**src/rtl/sr_drv_pkg.sv**
```systemverilog
// rtl/sr_drv_pkg.sv - shared state encoding and command constants for the SR latch driver
package sr_drv_pkg;

  typedef enum logic [1:0] {
    IDLE  = 2'd0,
    PULSE = 2'd1,
    GAP   = 2'd2
  } state_t;

  localparam logic CMD_CLR = 1'b0;
  localparam logic CMD_SET = 1'b1;

  function automatic int unsigned max2(input int unsigned a, input int unsigned b);
    return (a > b) ? a : b;
  endfunction

endpackage

```
**src/rtl/sr_drv_timer.sv**
```systemverilog
// rtl/sr_drv_timer.sv - loadable down-counter with zero flag; saturates at zero
module sr_drv_timer #(
  parameter int W = 2
) (
  input  logic         clk,
  input  logic         rst_n,
  input  logic         load,
  input  logic [W-1:0] load_val,
  input  logic         dec,
  output logic [W-1:0] count,
  output logic         zero
);

  always_ff @(posedge clk or negedge rst_n) begin
    if (!rst_n) begin
      count <= '0;
    end else if (load) begin
      count <= load_val;
    end else if (dec && (count != '0)) begin
      count <= count - W'(1);
    end
  end

  assign zero = (count == '0);

endmodule

```
**src/rtl/sr_latch_driver.sv**
```systemverilog
// rtl/sr_latch_driver.sv - timed active-low set/clear pulse driver for a NAND SR latch
// Optional feedback verify built when SR_DRV_VERIFY_EN is defined.
module sr_latch_driver
  import sr_drv_pkg::*;
#(
  parameter int PULSE_W = 2,
  parameter int GAP_W   = 1
) (
  input  logic clk,
  input  logic rst_n,
  input  logic cmd_valid,
  input  logic cmd_set,
  output logic cmd_ready,
  output logic set_n,
  output logic clr_n,
  input  logic q_fb,
  input  logic q_bar_fb,
  output logic done,
  output logic err
);

  localparam int CW = $clog2(max2(PULSE_W, GAP_W) + 1);
  localparam logic [CW-1:0] PULSE_LD = CW'(PULSE_W - 1);
  localparam logic [CW-1:0] GAP_LD   = CW'(GAP_W - 1);

  state_t        state, state_d;
  logic          cmd_q, cmd_d;
  logic          tmr_load, tmr_dec, tmr_zero;
  logic [CW-1:0] tmr_ld_val, tmr_count;
  logic          done_d, set_n_d, clr_n_d;

  sr_drv_timer #(.W(CW)) u_timer (
    .clk      (clk),
    .rst_n    (rst_n),
    .load     (tmr_load),
    .load_val (tmr_ld_val),
    .dec      (tmr_dec),
    .count    (tmr_count),
    .zero     (tmr_zero)
  );

  always_ff @(posedge clk or negedge rst_n) begin
    if (!rst_n) begin
      state <= IDLE;
    end else begin
      state <= state_d;
    end
  end

  always_comb begin
    state_d    = state;
    cmd_d      = cmd_q;
    tmr_load   = 1'b0;
    tmr_ld_val = '0;
    tmr_dec    = 1'b0;
    done_d     = 1'b0;
    case (state)
      IDLE: begin
        if (cmd_valid) begin
          state_d    = PULSE;
          cmd_d      = cmd_set;
          tmr_load   = 1'b1;
          tmr_ld_val = PULSE_LD;
        end
      end
      PULSE: begin
        if (tmr_zero) begin
          state_d    = GAP;
          tmr_load   = 1'b1;
          tmr_ld_val = GAP_LD;
          done_d     = (GAP_LD == '0);
        end else begin
          tmr_dec = 1'b1;
        end
      end
      GAP: begin
        if (tmr_zero) begin
          state_d = IDLE;
        end else begin
          tmr_dec = 1'b1;
          done_d  = (tmr_count == CW'(1));
        end
      end
      default: state_d = IDLE;
    endcase
    // Outputs are decoded from the next state so they are registered yet line up with it.
    set_n_d = !((state_d == PULSE) && (cmd_d == CMD_SET));
    clr_n_d = !((state_d == PULSE) && (cmd_d == CMD_CLR));
  end

  assign cmd_ready = (state == IDLE);

  always_ff @(posedge clk or negedge rst_n) begin
    if (!rst_n) begin
      cmd_q <= CMD_CLR;
      set_n <= 1'b1;
      clr_n <= 1'b1;
      done  <= 1'b0;
    end else begin
      cmd_q <= cmd_d;
      set_n <= set_n_d;
      clr_n <= clr_n_d;
      done  <= done_d;
    end
  end

`ifdef SR_DRV_VERIFY_EN
  logic err_d;
  // Feedback is sampled on the edge that opens the final gap cycle so err lines up with done.
  assign err_d = done_d && ((q_fb != cmd_q) || (q_bar_fb != ~cmd_q));

  always_ff @(posedge clk or negedge rst_n) begin
    if (!rst_n) begin
      err <= 1'b0;
    end else begin
      err <= err_d;
    end
  end
`else
  logic unused_fb;
  assign unused_fb = q_fb ^ q_bar_fb;
  assign err       = 1'b0;
`endif

endmodule

```
**config.mk**
```make
export PLATFORM = sky130hd
export DESIGN_NAME = sr_latch_driver
export DESIGN_NICKNAME = d
export VERILOG_FILES = /design/src/rtl/sr_drv_pkg.sv /design/src/rtl/sr_drv_timer.sv /design/src/rtl/sr_latch_driver.sv
export SDC_FILE = /design/constraint.sdc
export NUM_CORES = 1
export LEC_CHECK = 0
export CORE_AREA = 2 2 39 41
export CTS_CLUSTER_DIAMETER = 30
export DETAILED_ROUTE_END_ITERATION = 10
export DIE_AREA = 0 0 41 43
export GPL_ROUTABILITY_DRIVEN = 0
export GPL_TIMING_DRIVEN = 0
export PLACE_DENSITY_LB_ADDON = 0.12
export SLEW_MARGIN = 20
export SYNTH_ARGS = -nofsm -noshare
export SYNTH_HDL_FRONTEND = slang
export SYNTH_SLANG_ARGS = --single-unit
```
**constraint.sdc**
```tcl
create_clock -name clk -period 4.1 [get_ports clk]
set_clock_uncertainty 0.2 [all_clocks]
set_input_delay 0.82 -clock clk [delete_from_list [all_inputs] [get_ports clk]]
set_output_delay 0.82 -clock clk [all_outputs]
set_load 0.02 [all_outputs]
```
-- Word-level counts from Yosys, hierarchy flattened
Index checks and enable logic that the tools add are counted.
- bits in registers: 8
- bits in latches: 0
- bits in writable memories: 0
- bits in read-only memories: 0
- input port bits: 6
- output and inout port bits: 5
- logic and storage cells: 39
- memories kept: 0
- add/subtract/negate cells: 1
- multipliers: 0
- divide/modulo/power cells: 0
- magnitude comparators: 0
- eq/ne operators: 4
- shifts and indexed selects: 0
- mux-type cells: 17
- bitwise operators: 1
- reduce and logical (&&, ||, !) cells: 10
- operators with widths (cell ; count):
    2-bit two-way mux ; 5
    1-bit two-way mux ; 9
    2-bit by 1-bit equality test with 1-bit output, second input constant ; 3
    2-bit case mux with 3 select lines ; 1
    2-bit zero test ; 2
    1-bit case mux with 2 select lines ; 2
    2-bit nonzero test ; 2
    1-bit logical AND ; 3
    2-bit equality test, second input constant ; 1
    1-bit zero test ; 2
    2-bit OR reduction ; 1
    2-bit by 1-bit subtractor with 2-bit output, second input constant ; 1
    1-bit NOT ; 1

-- Longest topological paths before layout
- word-level depth: 6
- gate-level depth with buffers: 5
- mapped depth without buffers: 5

-- Modules after synthesis
A second synthesis with hierarchy kept.
- cell total of the unflattened synthesis: 50
- area, all modules: 529.3 µm²
- modules (own cells, without submodules) (module ; times used ; cells an instance ; area an instance (µm²) ; seq. area each (µm²)):
    sr_latch_driver ; 1 ; 37 ; 396.6 ; 152.6
    sr_drv_timer ; 1 ; 13 ; 132.6 ; 50.0

-- Worst setup path before layout
No wires, ideal clock.
- path type: register to output
- start point: register state[0]
- end point: output port cmd_ready
- data arrival time: 0.834 ns
- data required time: 3.080 ns
- slack: 2.246 ns
- stages on the path, launching flop included: 3
- path buffers: 0
- path through: dfrtp_1 inv_1 ha_1
- word-level cells in the longest chain between the ends: 1
- ends and longest elaborated chain (what ; line ; RTL):
    start, declared ; sr_latch_driver.sv:26 ; state_t state, state_d;
    start signal, assigned ; sr_latch_driver.sv:46 ; state <= state_d;
    2-bit zero test ; sr_latch_driver.sv:91 ; assign cmd_ready = (state == IDLE);
    end, declared ; sr_latch_driver.sv:13 ; output logic cmd_ready,
Every way passes these cells.

-- Worst setup path in the final report
Ends and elaborated chain as after synthesis.

==> results.py <==
metrics = {
    "outcome": {
        "outcome": "completed",
    },
    "route": {
        "wirelength_um": 820,
        "firstDrtPassIters": 4,
        "via_count": 325,
        "via_per_inst": 4.71,
        "drc_errors": 0,
        "wl_per_cell_um": 11.9,
        "ant_nets": 0,
        "first_iter_violations": 5,
    },
    "clocking": {
        "cts_resized": 0,
        "clock_latency_ns": 0.27,
        "clock_path_buffers": 2,
        "cts_root_buf": "clkbuf_4",
        "htreeDepth": 1,
        "clock-sinks": 8,
        "holdBufCountCts": 0,
        "cts_buffers": 3,
        "postCtsSetupRepairBufs": 0,
        "cts_tree": "done",
        "path_clk_slew_ns": 0.07,
    },
    "floorplanning": {
        "core_area_um2": 1380,
        "die_y_um": 43,
        "die_w_um": 41,
        "initial_core_util_pct": 35.3,
        "placementRows": 14,
        "io_pins": 11,
        "die_area_um2": 1760,
    },
    "synthesis": {
        "synth_area_leaders": "dfrtp_1 (31%), ha_1 (15%), dfstp_2 (11%)",
        "synth_top_area_cell": "dfrtp_1",
        "syn_area_um2": 488,
        "synth_cells": 42,
        "postSynthAreaPerCell_um2": 11.6,
        "ys_types": 24,
        "ys_warn_count": 0,
        "ys_seq_area_share_pct": 41.5,
        "yosysTopAreaCellShare_pct": 30.8,
        "synth_seq_cells": 8,
        "syn-num-nets": 54,
        "synth_edf_count": 0,
        "synthFlopType": "dfrtp_1",
        "async_flop_share_pct": 100,
    },
    "setup_path": {
        "cp_num_buf_inv": 2,
        "worst_setup_path_end_kind": "primary output",
        "critPathMaxStageDelay_ns": 0.62,
        "start_kind": "flop",
        "cp_slowest_cell": "clkdlybuf4s50_1",
        "crit_type": "reg2out",
        "crit_path_max_fanout": 4,
        "cpLargestDelayFamily": "buffers and inverters",
        "required_ns": 3.08,
        "cp_cell_sequence": "inv_1 > ha_1 > clkdlybuf4s50_1",
        "arrival_ns": 1.67,
    },
    "timing": {
        "rsz0062_at_grt": "false",
        "slew_violations": 0,
        "clock.fmax_mhz": 371,
        "hold_violations": 0,
        "finalWorstSetupSlack_ns": 1.41,
        "fin_crit_sh_pct": 65.7,
        "hold_ws_ns": 0.302,
        "tns_ns": 0,
        "setup_violations": 0,
        "min_period_ns": 2.69,
    },
    "grt": {
        "gr-total-overflow": 0,
        "grt_pass1_vias": 336,
        "grt_pass1_wl_mm": 1.40,
        "grt_max_degree": 9,
        "grt_use_total_pct": 12.4,
        "antenna_found_initial": 0,
    },
    "final_layout": {
        "area_delta_synth_final_pct": 23.8,
        "multi_input_area_um2": 259,
        "drive_gt1_share_pct": 18.9,
        "final_cell_mix": "clkdlybuf4s50_1 (7), ha_1 (6), dfrtp_1 (6)",
        "regArea_um2": 203,
        "fin_nets": 66,
        "final_common_cell": "clkdlybuf4s50_1",
        "num-fill-cells": 147,
        "antenna_cells": 0,
    },
    "power_and_ir_drop": {
        "vdd_drop_max_uv": 279,
        "power.internal_w": 0.000299,
        "seq_power_share_pct": 27.1,
        "power_density_nw_per_um2": 822,
        "pwr-share-clk_pct": 13.7,
        "share_comb_of_total_power_pct": 59.2,
        "switchingPower_w": 0.000198,
        "power_leakage_nw": 0.269,
        "p_sw_share_pct": 39.8,
    },
    "placement": {
        "pre_cts_ws_ns": 1.70,
        "place_hpwl_um": 635,
        "io_buffers": 7,
    },
    "hold_path": {
        "hp-class": "reg2reg",
    },
    "job": {
        "drv_cap": 0,
    },
}
kinds of logic after synthesis:
group / Yosys count / share of synthesized area [%]
adder cells (fa/ha/maj): 6 / 15.4
buffers and inverters: 6 / 5.39
AND/OR/NAND/NOR: 10 / 14.1
flip-flops: 8 / 41.5
other: 1 / 0.768
AO/OA/AOI/OAI: 9 / 17.9
multiplexers: 1 / 3.08
XOR/XNOR: 1 / 1.80
final cells by class:
| type | instances | area share [%] |
|---|---|---|
| multi-input cells | 28 | 42.9 |
| inverters | 5 | 3.11 |
| flip-flops and latches | 8 | 33.5 |
| clock buffers | 4 | 4.35 |
| plain buffers | 1 | 1.24 |
| well taps | 16 | 3.31 |
| repair buffers | 7 | 11.6 |
layer usage:
| metal | part of all wire, % | GRT usage, % |
|---|---|---|
| met1 | 41 | 15.4 |
| met2 | 52 | 18.1 |
| met3 | 3.7 | 3.14 |
| met4 | 3.2 | 8.00 |
| met5 | 0 | 0 |
flip-flops by register name, indices dropped and copies added (netlist names):
signal / flops
state: 2
u_timer.count: 2
clr_n: 1
cmd_q: 1
done: 1
set_n: 1
Yosys cell counts (2+ instances only):
cell type / number
ha_1: 6
dfstp_2: 2
nor2b_1: 2
a21oi_1: 2
dfrtp_1: 6
inv_1: 5
nand2b_1: 2
power by group through the flow:
stage                     combinational, W  sequential [W]  clock [W]
after floorplan                   0.000218        0.000143          0
after global placement            0.000289        0.000134          0
after detailed placement          0.000297        0.000137          0
after CTS                         0.000299        0.000135  0.0000709
after global routing              0.000328        0.000139  0.0000764
final                             0.000294        0.000135  0.0000682
final timing paths:
path / from / to / slack [ns] / cells past startpoint
setup / recovery: state[0] / cmd_ready / 1.41 / 3
hold / removal: cmd_q / cmd_q / 0.30 / 1
setup reg to reg: state[0] / clr_n / 2.38 / 5
hold reg to reg: cmd_q / cmd_q / 0.30 / 1
max in group asynchronous: rst_n / set_n / 2.77 / 1
min in group asynchronous: rst_n / u_timer.count[1] / 0.62 / 1
per-stage QoR:
stage          util [%]  std cells  total power (W)  instance area, um2
3_3_place_gp       41.8         65         0.000423                 578
6_report           43.7         69         0.000496                 604
3_5_place_dp       41.8         65         0.000434                 578
4_1_cts            43.7         69         0.000506                 604
2_1_floorplan         -         42         0.000361                 488
5_1_grt            43.7         69         0.000544                 604
(Power assumes the default switching activity.)
